`src/rtl/gcd_lcm_pkg.sv`:
```
// Shared state encoding and operation codes for the GCD/LCM unit.
// The DIV and MUL states only exist when GCD_LCM_UNIT_LCM_EN is defined.
package gcd_lcm_pkg;

   localparam logic OP_GCD = 1'b0;
   localparam logic OP_LCM = 1'b1;

   typedef enum logic [2:0] {
      IDLE,
      ZERO,
      REDUCE,
`ifdef GCD_LCM_UNIT_LCM_EN
      DIV,
      MUL,
`endif
      DONE
   } state_e;

endpackage

```
`src/rtl/gcd_stein_core.sv`:
```
// Binary (Stein) GCD datapath: one reduction step per enabled cycle.
// fin_o flags x==y (both odd); g_o is then the GCD with the common power of two restored.
module gcd_stein_core #(
   parameter int WIDTH = 32
) (
   input  logic             clk,
   input  logic             reset,
   input  logic             load_i,
   input  logic             en_i,
   input  logic [WIDTH-1:0] a_i,
   input  logic [WIDTH-1:0] b_i,
   output logic             fin_o,
   output logic [WIDTH-1:0] g_o
);

   localparam int KW = $clog2(WIDTH + 1);

   logic [WIDTH-1:0] x_q, x_d, y_q, y_d;
   logic [KW-1:0]    k_q, k_d;

   // Equal operands can only be odd here: equal and even takes the halving branch first.
   assign fin_o = (x_q == y_q) && x_q[0];
   assign g_o   = x_q << k_q;

   always_comb begin
      x_d = x_q;
      y_d = y_q;
      k_d = k_q;
      if (load_i) begin
         x_d = a_i;
         y_d = b_i;
         k_d = '0;
      end else if (en_i) begin
         if (!x_q[0] && !y_q[0]) begin
            x_d = x_q >> 1;
            y_d = y_q >> 1;
            k_d = k_q + KW'(1);
         end else if (!x_q[0]) begin
            x_d = x_q >> 1;
         end else if (!y_q[0]) begin
            y_d = y_q >> 1;
         end else if (x_q > y_q) begin
            x_d = x_q - y_q;
         end else if (y_q > x_q) begin
            y_d = y_q - x_q;
         end
      end
   end

   always_ff @(posedge clk) begin
      if (reset) begin
         x_q <= '0;
         y_q <= '0;
         k_q <= '0;
      end else begin
         x_q <= x_d;
         y_q <= y_d;
         k_q <= k_d;
      end
   end

endmodule

```
`src/rtl/gcd_lcm_unit.sv`:
```
// Sequential GCD/LCM unit: Stein GCD, then LCM = (a/g)*b via restoring divide and shift-add multiply.
// LCM hardware is present only when GCD_LCM_UNIT_LCM_EN is defined; otherwise LCM requests flag err_o.
module gcd_lcm_unit
   import gcd_lcm_pkg::*;
#(
   parameter int WIDTH = 32
) (
   input  logic               clk,
   input  logic               reset,
   input  logic               start_i,
   input  logic               op_i,
   input  logic [WIDTH-1:0]   a_i,
   input  logic [WIDTH-1:0]   b_i,
   output logic               busy_o,
   output logic               done_o,
   output logic [2*WIDTH-1:0] result_o,
   output logic               err_o
);

   state_e             state_q, state_d;
   logic               op_q, op_d;
   logic [WIDTH-1:0]   a_q, a_d, b_q, b_d;
   logic [2*WIDTH-1:0] result_q, result_d;
   logic               err_q, err_d;
   logic               core_load, core_en, core_fin;
   logic [WIDTH-1:0]   core_g;

`ifdef GCD_LCM_UNIT_LCM_EN
   localparam int CW = $clog2(WIDTH + 1);
   logic [CW-1:0]      cnt_q, cnt_d;
   logic [WIDTH-1:0]   rem_q, rem_d, quo_q, quo_d;
   logic [2*WIDTH-1:0] acc_q, acc_d, mcand_q, mcand_d;
   logic [WIDTH:0]     rem_shift;
   logic [2*WIDTH-1:0] acc_sum;
`endif

   gcd_stein_core #(.WIDTH(WIDTH)) u_core (
      .clk    (clk),
      .reset  (reset),
      .load_i (core_load),
      .en_i   (core_en),
      .a_i    (a_i),
      .b_i    (b_i),
      .fin_o  (core_fin),
      .g_o    (core_g)
   );

   assign done_o   = (state_q == DONE);
   assign busy_o   = (state_q != IDLE) && (state_q != DONE);
   assign result_o = result_q;
   assign err_o    = err_q;

   always_comb begin
      state_d   = state_q;
      op_d      = op_q;
      a_d       = a_q;
      b_d       = b_q;
      result_d  = result_q;
      err_d     = err_q;
      core_load = 1'b0;
      core_en   = 1'b0;
`ifdef GCD_LCM_UNIT_LCM_EN
      cnt_d     = cnt_q;
      rem_d     = rem_q;
      quo_d     = quo_q;
      acc_d     = acc_q;
      mcand_d   = mcand_q;
      rem_shift = {rem_q, quo_q[WIDTH-1]};
      acc_sum   = quo_q[0] ? (acc_q + mcand_q) : acc_q;
`endif
      case (state_q)
         IDLE: begin
            if (start_i) begin
               op_d      = op_i;
               a_d       = a_i;
               b_d       = b_i;
               core_load = 1'b1;
`ifdef GCD_LCM_UNIT_LCM_EN
               state_d   = (a_i == '0 || b_i == '0) ? ZERO : REDUCE;
`else
               // Unsupported LCM shares the one-cycle ZERO path so it answers with the same timing.
               state_d   = (op_i == OP_LCM || a_i == '0 || b_i == '0) ? ZERO : REDUCE;
`endif
            end
         end
         ZERO: begin
            state_d = DONE;
            err_d   = 1'b0;
            if (op_q == OP_LCM) begin
               result_d = '0;
`ifndef GCD_LCM_UNIT_LCM_EN
               err_d    = 1'b1;
`endif
            end else begin
               result_d = {{WIDTH{1'b0}}, (a_q == '0) ? b_q : a_q};
            end
         end
         REDUCE: begin
            core_en = 1'b1;
            if (core_fin) begin
`ifdef GCD_LCM_UNIT_LCM_EN
               if (op_q == OP_GCD) begin
                  state_d  = DONE;
                  result_d = {{WIDTH{1'b0}}, core_g};
                  err_d    = 1'b0;
               end else begin
                  state_d = DIV;
                  cnt_d   = '0;
                  rem_d   = '0;
                  quo_d   = a_q;
               end
`else
               state_d  = DONE;
               result_d = {{WIDTH{1'b0}}, core_g};
               err_d    = 1'b0;
`endif
            end
         end
`ifdef GCD_LCM_UNIT_LCM_EN
         DIV: begin
            // Remainder always stays below g, so WIDTH bits suffice.
            if (rem_shift >= {1'b0, core_g}) begin
               rem_d = WIDTH'(rem_shift - {1'b0, core_g});
               quo_d = {quo_q[WIDTH-2:0], 1'b1};
            end else begin
               rem_d = rem_shift[WIDTH-1:0];
               quo_d = {quo_q[WIDTH-2:0], 1'b0};
            end
            if (cnt_q == CW'(WIDTH - 1)) begin
               state_d = MUL;
               cnt_d   = '0;
               acc_d   = '0;
               mcand_d = {{WIDTH{1'b0}}, b_q};
            end else begin
               cnt_d = cnt_q + CW'(1);
            end
         end
         MUL: begin
            acc_d   = acc_sum;
            mcand_d = mcand_q << 1;
            quo_d   = quo_q >> 1;
            if (cnt_q == CW'(WIDTH - 1)) begin
               state_d  = DONE;
               result_d = acc_sum;
               err_d    = 1'b0;
            end else begin
               cnt_d = cnt_q + CW'(1);
            end
         end
`endif
         DONE:    state_d = IDLE;
         default: state_d = IDLE;
      endcase
   end

   always_ff @(posedge clk) begin
      if (reset) begin
         state_q  <= IDLE;
         op_q     <= 1'b0;
         a_q      <= '0;
         b_q      <= '0;
         result_q <= '0;
         err_q    <= 1'b0;
`ifdef GCD_LCM_UNIT_LCM_EN
         cnt_q    <= '0;
         rem_q    <= '0;
         quo_q    <= '0;
         acc_q    <= '0;
         mcand_q  <= '0;
`endif
      end else begin
         state_q  <= state_d;
         op_q     <= op_d;
         a_q      <= a_d;
         b_q      <= b_d;
         result_q <= result_d;
         err_q    <= err_d;
`ifdef GCD_LCM_UNIT_LCM_EN
         cnt_q    <= cnt_d;
         rem_q    <= rem_d;
         quo_q    <= quo_d;
         acc_q    <= acc_d;
         mcand_q  <= mcand_d;
`endif
      end
   end

endmodule

```
`config.mk`:
```
export PLATFORM = sky130hd
export DESIGN_NAME = gcd_lcm_unit
export DESIGN_NICKNAME = d
export VERILOG_FILES = /design/src/rtl/gcd_lcm_pkg.sv /design/src/rtl/gcd_stein_core.sv /design/src/rtl/gcd_lcm_unit.sv
export SDC_FILE = /design/constraint.sdc
export NUM_CORES = 1
export LEC_CHECK = 0
export BUFFER_PORTS_ARGS = -buffer_cell sky130_fd_sc_hd__buf_4
export CAP_MARGIN = 15
export CORE_ASPECT_RATIO = 0.7
export CORE_MARGIN = 2
export CORE_UTILIZATION = 25
export CTS_CLUSTER_SIZE = 12
export DETAILED_ROUTE_END_ITERATION = 16
export PLACE_DENSITY = 0.49
export SLEW_MARGIN = 10
export SYNTH_ARGS = -nofsm -noshare
export SYNTH_HDL_FRONTEND = slang
export SYNTH_SLANG_ARGS = --single-unit
```
`constraint.sdc`:
```
create_clock -name clk -period 4.8 [get_ports clk]
set_clock_uncertainty 0.1 [all_clocks]
set_input_delay 0.48 -clock clk [delete_from_list [all_inputs] [get_ports clk]]
set_output_delay 0.48 -clock clk [all_outputs]
set_load 0.05 [all_outputs]
```
* Yosys cells after proc, flatten, opt, wreduce, memory -nomap -nowiden
Index checks and enable logic that the tools add are counted.
** Storage, ports and cells
- Register bits after elaboration :: 203
- Output and inout bits :: 67
- Input port bits :: 68
** Cells by class
- Multiplexer cells :: 27
- Add/subtract/negate cells :: 3
- $lt $le $gt $ge :: 2
- Reduce and logical (&&, ||, !) cells :: 23
- Equal/unequal tests :: 11
- Shift operators :: 1
** Operator list (count)
- $mux W32 :: 15
- $pmux W64 S2 :: 1
- $logic_not A32 Y1 :: 3
- $gt A32 B32 Y1 :: 2
- $mux W64 :: 1
- $sub A32 B32 Y32 :: 2
- $eq A32 B32 Y1 :: 1
- $shl A32 B6 Y32 :: 1
- $ne A4 B4 Y1 const B :: 4
- $reduce_and A2 Y1 :: 5
- $pmux W3 S3 :: 1
- $add A6 B1 Y6 const B :: 1
- $eq A3 B2 Y1 const B :: 2
- $mux W3 :: 2
- $reduce_bool A3 Y1 :: 2
- $mux W1 :: 5
- $ne A2 B2 Y1 const B :: 2
- $reduce_and A4 Y1 :: 1
- $reduce_bool A2 Y1 :: 2
- $eq A3 B1 Y1 const B :: 1
- $logic_and A1 B1 Y1 :: 3
- $logic_not A3 Y1 :: 1
- $ne A3 B2 Y1 const B :: 1
- $reduce_and A3 Y1 :: 1
- other kinds (5) :: 7

* Depth between registers and ports, before layout
Gate-level depths: netlist (run 1).
- Depth after elaboration :: 8
- Depth in mapped cells :: 15
- Gate-level depth less buffers :: 13

* Cells and area by module
A second synthesis (run 1) with hierarchy kept.
** Unflattened totals
- Cell total of the unflattened synthesis :: 1799
- Area, all modules :: 13799.5 µm²
** By module, submodules not included
- gcd_stein_core :: cells an instance 1173, times used 1, seq. area each 1401.3 µm², area each 8807.2 µm²
- gcd_lcm_unit :: cells an instance 626, times used 1, seq. area each 2001.9 µm², area each 4992.3 µm²

* Worst setup path before layout (run 1)
OpenSTA, ideal clock, no wires.
- Path type :: flip-flop to flip-flop
- Start point :: register u_core.x_q[0]
- End point :: register u_core.y_q[31]
- Period minus slack after synthesis :: 3.344 ns
- Setup slack :: 1.456 ns
- Setup time :: 0.137 ns
- Cell stages (with the launch flop) :: 15
- Arrival :: 3.106 ns
- Data required time :: 4.563 ns
- Path buffers :: 1
- Cells stage by stage :: dfxtp_1 > inv_1 > ha_1 > inv_1 > fa_1 > a21oi_2 > o22ai_1 > o31a_1 > or4b_4 > a31oi_4 > nand2_2 > a22o_1 > buf_2 > a221oi_1 > a221oi_2
** Between the ends
- Cells in the longest elaborated chain, start to end :: 8
** Ends and longest elaborated chain
- start: declaration :: RTL line gcd_stein_core.sv:18 : logic [WIDTH-1:0] x_q, x_d, y_q, y_d;
- start signal: assignment :: RTL line gcd_stein_core.sv:52 : x_q <= '0;
- start signal: assignment :: RTL line gcd_stein_core.sv:56 : x_q <= x_d;
- $sub A32 B32 Y32 :: RTL line gcd_stein_core.sv:45 : y_d = y_q - x_q;
- $mux W32 :: RTL line gcd_stein_core.sv:44 : end else if (y_q > x_q) begin
- $mux W32 :: RTL line gcd_stein_core.sv:42 : end else if (x_q > y_q) begin
- $mux W32 :: RTL line gcd_stein_core.sv:40 : end else if (!y_q[0]) begin
- $mux W32 :: RTL line gcd_stein_core.sv:38 : end else if (!x_q[0]) begin
- $mux W32 :: RTL line gcd_stein_core.sv:34 : if (!x_q[0] && !y_q[0]) begin
- $mux W32 :: RTL line gcd_stein_core.sv:33 : end else if (en_i) begin
- $mux W32 :: RTL line gcd_stein_core.sv:29 : if (load_i) begin
- end signal: assignment :: RTL line gcd_stein_core.sv:57 : y_q <= y_d;
- end: declaration :: RTL line gcd_stein_core.sv:18
Parallel ways exist; a longest one is shown, timed or not. The select of a mux whose other input is x is not followed.
A chain may end at the register's enable or synchronous reset.

* Worst setup path in the final report (run 1)
Ends and elaborated chain as after synthesis.

==> impl_metrics.py, run 1 <==
metrics = {
    "status": {
        "status": "completed",
    },
    "cts": {
        "clock_latency_ns": 0.47,
        "cts-root-buf": "clkbuf_16",
        "cts_tree": "done",
        "cts_setup_buffers": 0,
        "numCtsBuffers": 17,
        "path_clk_slew_ns": 0.08,
        "cts_sinks": 170,
        "h-tree-depth": 4,
        "clock_path_buffers": 2,
        "cts_resized": 0,
        "ctsHoldBuffers": 0,
    },
    "logic_synthesis": {
        "syn_inst": 1736,
        "synth_top_cells_by_count": "nand2_1, a21oi_1, dfxtp_1, nor2_1, inv_1",
        "ys_ff_latch": 170,
        "ys_dominant_reg_cell": "dfxtp_1",
        "synth.area.top_cells": "dfxtp_1, a21oi_1, nand2_1",
        "yosysMostFrequentCell": "nand2_1",
        "avgSynthCellArea_um2": 7.47,
        "synth-edff-count": 0,
        "synth_top_cell_by_area": "dfxtp_1",
        "synth_top_area_frac": 0.263,
        "synth_cell_type_count": 80,
        "async_reset_ff_frac": 0,
        "synth_seq_area_share": 0.263,
        "syn_area_um2": 13000,
        "ys_warn_count": 0,
    },
    "worst_setup_path": {
        "reg2reg_depth": 14,
        "cp-end-kind": "flip-flop",
        "critPathMaxStageDelay_ns": 0.56,
        "path_cells": "inv_1 -> ha_1 -> inv_1 -> fa_1 -> a21oi_2 -> o22ai_1 -> o31a_1 -> or4b_4 -> a31oi_4 -> nand2_2 -> a22o_1 -> buf_4 -> a221oi_1 -> a221oi_2",
        "critical_path_class": "flip-flop to flip-flop",
        "path_buf_inv": 3,
        "worst-r2r-setup-slack_ns": 0.61,
        "start_kind": "flip-flop",
        "required_ns": 5.02,
        "critical_path.max_fanout": 17,
        "timing.rr.end": "u_core.y_q[31]",
        "path_delay_family": "compound AO/OA/AOI/OAI gates",
        "critPathSlowestCell": "or4b_4",
        "arrival_ns": 4.40,
        "crit_top_cell": "inv_1",
        "timing.rr.start": "u_core.x_q[0]",
    },
    "route": {
        "firstDrtPassIters": 7,
        "antenna_left": 0,
        "vias": 13600,
        "drtIter0Drc": 1647,
        "via_per_inst": 5.57,
        "drc_errors": 0,
        "wl_per_cell_um": 22.5,
        "wirelength_um": 54800,
    },
    "floorplan": {
        "num_rows": 69,
        "die_w_um": 276,
        "fp.dieH_um": 194,
        "core_um2": 50900,
        "floorplan.initialDensity": 0.254,
        "ioPinCount": 135,
        "die_area_um2": 53700,
    },
    "placement": {
        "place_area_um2": 14100,
        "dp_hpwl_um": 43100,
        "place.gp.congestion": 0.943,
        "portBuffers": 102,
    },
    "sta": {
        "slew_headroom": 0.325,
        "post-route-period-util": 0.872,
        "hold_violations": 0,
        "finalSetupViolCount": 0,
        "final.setup.tns_ns": 0,
        "max_freq_mhz": 239,
        "min_period_ns": 4.19,
        "rsz0062_at_grt": "no",
        "tightestPinTransition_ns": 1.00,
        "maxSlewViolCount": 0,
        "fin_hold_ws_ns": 0.183,
    },
    "global_routing": {
        "first_global_vias": 12300,
        "grtUsageTotal": 0.198,
        "grt_pass1_wl_um": 80900,
        "grt_overflow": 0,
        "grt_max_degree": 75,
        "antenna_found_initial": 0,
    },
    "cells_and_area": {
        "final_layout_size_suffix_gt1_frac": 0.118,
        "antenna_cells": 0,
        "area_growth_pct": 13.4,
        "post-route-util": 0.289,
        "n_fill_cell": 5615,
        "final_cell_area_um2": 14700,
        "nNetsFinal": 1893,
    },
    "hold_path": {
        "hold_depth": 3,
        "hold_path_class": "primary input to flip-flop",
        "hold_path_startpoint": "a_i[7]",
        "min_to": "a_q[7]",
    },
    "run": {
        "maxCapViolCount": 0,
    },
}
[through the flow]
step                std cells  setup WS (ns)
floorplan                1767           1.46
global placement         2408          0.736
detailed placement       2408          0.690
CTS                      2440          0.657
global route             2441          0.420
finish                   2441          0.614
[layout by cell type (no fill, tap or decap), types with 44 or more instances in the layout]
cell type / instances
inv_1: 83
nand2_1: 239
nor2_1: 138
nor3_1: 44
buf_4: 132
a21oi_1: 232
dfxtp_1: 168
a211oi_1: 61
o21ai_0: 72
ha_1: 69
[worst reg2reg max path, cell delays in order, from the launching register on]
cell	delay (ns)
dfxtp_1	0.40
inv_1	0.17
ha_1	0.22
inv_1	0.06
fa_1	0.43
a21oi_2	0.18
o22ai_1	0.14
o31a_1	0.31
or4b_4	0.56
a31oi_4	0.21
nand2_2	0.30
a22o_1	0.40
buf_4	0.21
a221oi_1	0.26
a221oi_2	0.09
[per-layer routing]
| layer | global-route usage | wire length, µm | vias to the layer above |
|---|---|---|---|
| li1 | - | - | 6302 |
| met1 | 0.301 | 26300 | 6589 |
| met2 | 0.265 | 21400 | 676 |
| met3 | 0.0698 | 6610 | 30 |
| met4 | 0.0298 | 479 | 0 |
| met5 | 0 | 0 | - |
[how the worst max path moves through the flow]
| stage | to | cells after the start | slack (ns) | startpoint |
|---|---|---|---|---|
| after floorplan | u_core.y_q[31] | 14 | 1.46 | u_core.x_q[0] |
| after global placement | result_o[20] | 11 | 0.74 | u_core.y_q[25] |
| after detailed placement | u_core.y_q[31] | 14 | 0.69 | u_core.x_q[0] |
| after CTS | u_core.y_q[31] | 14 | 0.66 | u_core.x_q[0] |
| after global routing | result_o[24] | 11 | 0.42 | u_core.y_q[25] |
| final | u_core.y_q[31] | 14 | 0.61 | u_core.x_q[0] |
[flip-flops by register name (all words and copies together) (netlist names), 2 cells and up]
register / count
a_q: 32
b_q: 32
result_o: 32
u_core.x_q: 32
u_core.y_q: 32
u_core.k_q: 6
state_q: 2
[cell type report]
| type | count | area [µm²] | area share |
|---|---|---|---|
| Clock buffer | 17 | 425 | 0.0289 |
| Clock inverter | 15 | 154 | 0.0105 |
| Inverter | 86 | 323 | 0.0220 |
| Multi-Input combinational cell | 1346 | 8550 | 0.581 |
| Sequential cell | 170 | 3410 | 0.232 |
| Tap cell | 674 | 843 | 0.0574 |
| Timing Repair Buffer | 133 | 1000 | 0.0682 |
[kinds of logic after synthesis]
group	share of synthesized area
compound gates	0.295
simple gates	0.189
buf+inv	0.0879
flops	0.263
fa+ha+maj	0.0697
xor+xnor	0.0405
mux	0.0549
other cells	0.000289
Power of run 1 is not shown: default switching activity piles up to over one toggle a cycle in this logic, so the estimate is an artifact.
==> inputs of run 2 (changes only) <==
RECOVER_POWER = 25   (was default)
==> impl_metrics.py, run 2 (synthesized netlist as in run 1, its figures left out) <==
metrics = {
    "status": {
        "status": "complete, but fails checks",
        "violations": "capacitance limit, slew limit",
    },
    "hold_path": {
        "hold_path_class": "primary input to flip-flop",
    },
    "floorplan": {
        "num_rows": 69,
        "die_w_um": 276,
        "die_area_um2": 53700,
        "fp.dieH_um": 194,
        "core_um2": 50900,
        "ioPinCount": 135,
        "floorplan.initialDensity": 0.254,
    },
    "placement": {
        "place.gp.congestion": 0.943,
        "pre_cts_ws_ns": 0.690,
        "portBuffers": 102,
        "place_area_um2": 14100,
        "dp_hpwl_um": 43100,
    },
    "run": {
        "maxCapViolCount": 1,
    },
    "cells_and_area": {
        "mostFrequentLayoutCell": "nand2_1",
        "final_layout_size_suffix_gt1_frac": 0.0979,
        "nNetsFinal": 1893,
        "final_cell_mix": "nand2_1, a21oi_1, dfxtp_1, nor2_1, buf_4",
        "antenna_cells": 0,
        "final_cell_area_um2": 14600,
        "n_fill_cell": 5636,
        "area_growth_pct": 12.3,
        "post-route-util": 0.286,
    },
    "cts": {
        "cts_tree": "done",
        "clock_latency_ns": 0.47,
        "ctsHoldBuffers": 0,
        "h-tree-depth": 4,
        "cts-root-buf": "clkbuf_16",
        "path_clk_slew_ns": 0.08,
        "cts_setup_buffers": 0,
        "cts_resized": 0,
        "cts_sinks": 170,
        "clock_path_buffers": 2,
        "numCtsBuffers": 17,
    },
    "sta": {
        "min_period_ns": 4.19,
        "post-route-period-util": 0.872,
        "max_freq_mhz": 239,
        "hold_violations": 0,
        "maxSlewViolCount": 47,
        "final.setup.tns_ns": 0,
        "slew_headroom": -0.228,
        "tightestPinTransition_ns": 1.84,
        "finalSetupViolCount": 0,
        "rsz0062_at_grt": "no",
        "timing.final.ws_setup_ns": 0.613,
    },
    "route": {
        "drc_errors": 0,
        "wirelength_um": 54900,
        "wl_per_cell_um": 22.5,
        "antenna_left": 0,
        "via_per_inst": 5.55,
        "firstDrtPassIters": 9,
        "vias": 13500,
        "drtIter0Drc": 1708,
    },
    "global_routing": {
        "grt_max_degree": 75,
        "first_global_vias": 12300,
        "antenna_found_initial": 0,
        "grtUsageTotal": 0.198,
        "grt_overflow": 0,
        "grt_pass1_wl_um": 80900,
    },
    "worst_setup_path": {
        "required_ns": 5.02,
        "cp-end-kind": "flip-flop",
        "start_kind": "flip-flop",
        "arrival_ns": 4.41,
        "critical_path.max_fanout": 17,
        "critical_path_class": "flip-flop to flip-flop",
    },
}
==> run 2: changes by cell type in the layout (fill, tap and decap cells not counted) <==
| cell | before | now |
|---|---|---|
| buf_4 | 132 | 96 |
| clkbuf_1 | 0 | 35 |
| clkbuf_2 | 0 | 1 |
| nand2_1 | 239 | 240 |
| nand2_4 | 1 | 0 |
==> run 2: critical path: stages, from the launching register on <==
cell and delay (ns):
dfxtp_1 0.39, inv_1 0.17, ha_1 0.21, inv_1 0.06, fa_1 0.43, a21oi_2 0.18, o22ai_1 0.14, o31a_1 0.30
or4b_4 0.56, a31oi_4 0.21, nand2_2 0.30, a22o_1 0.40, buf_4 0.22, a221oi_1 0.26, a221oi_2 0.09
==> run 2: cell type report <==
type | instances | area, µm² | share of cell area
Multi-Input combinational cell | 1346 | 8540 | 0.587
Sequential cell | 170 | 3410 | 0.234
Timing Repair Buffer | 133 | 868 | 0.0596
Tap cell | 674 | 843 | 0.0579
Clock buffer | 17 | 425 | 0.0292
Inverter | 86 | 323 | 0.0222
Clock inverter | 15 | 154 | 0.0106
==> run 2: final timing paths <==
kind | depth (start not counted) | to | startpoint | slack [ns]
setup / recovery | 14 | u_core.y_q[31] | u_core.x_q[0] | 0.61
hold / removal | 3 | a_q[7] | a_i[7] | 0.18
setup reg to reg | 14 | u_core.y_q[31] | u_core.x_q[0] | 0.61
hold reg to reg | 2 | b_q[1] | b_q[1] | 0.36
==> run 2: per-layer routing <==
metal,global-route usage,vias to the layer above,wire (µm)
li1,-,6301,-
met1,0.301,6576,26700
met5,0,-,0
met2,0.265,623,21300
met3,0.0698,40,6300
met4,0.0298,0,594
==> run 2: metrics by stage <==
step	hold slack (ns)	std cells
2_1_floorplan	0.337	1767
3_3_place_gp	0.346	2408
3_5_place_dp	0.348	2408
4_1_cts	0.167	2440
5_1_grt	0.165	2441
6_report	0.181	2441
Power of run 2 is left out for the same reason.
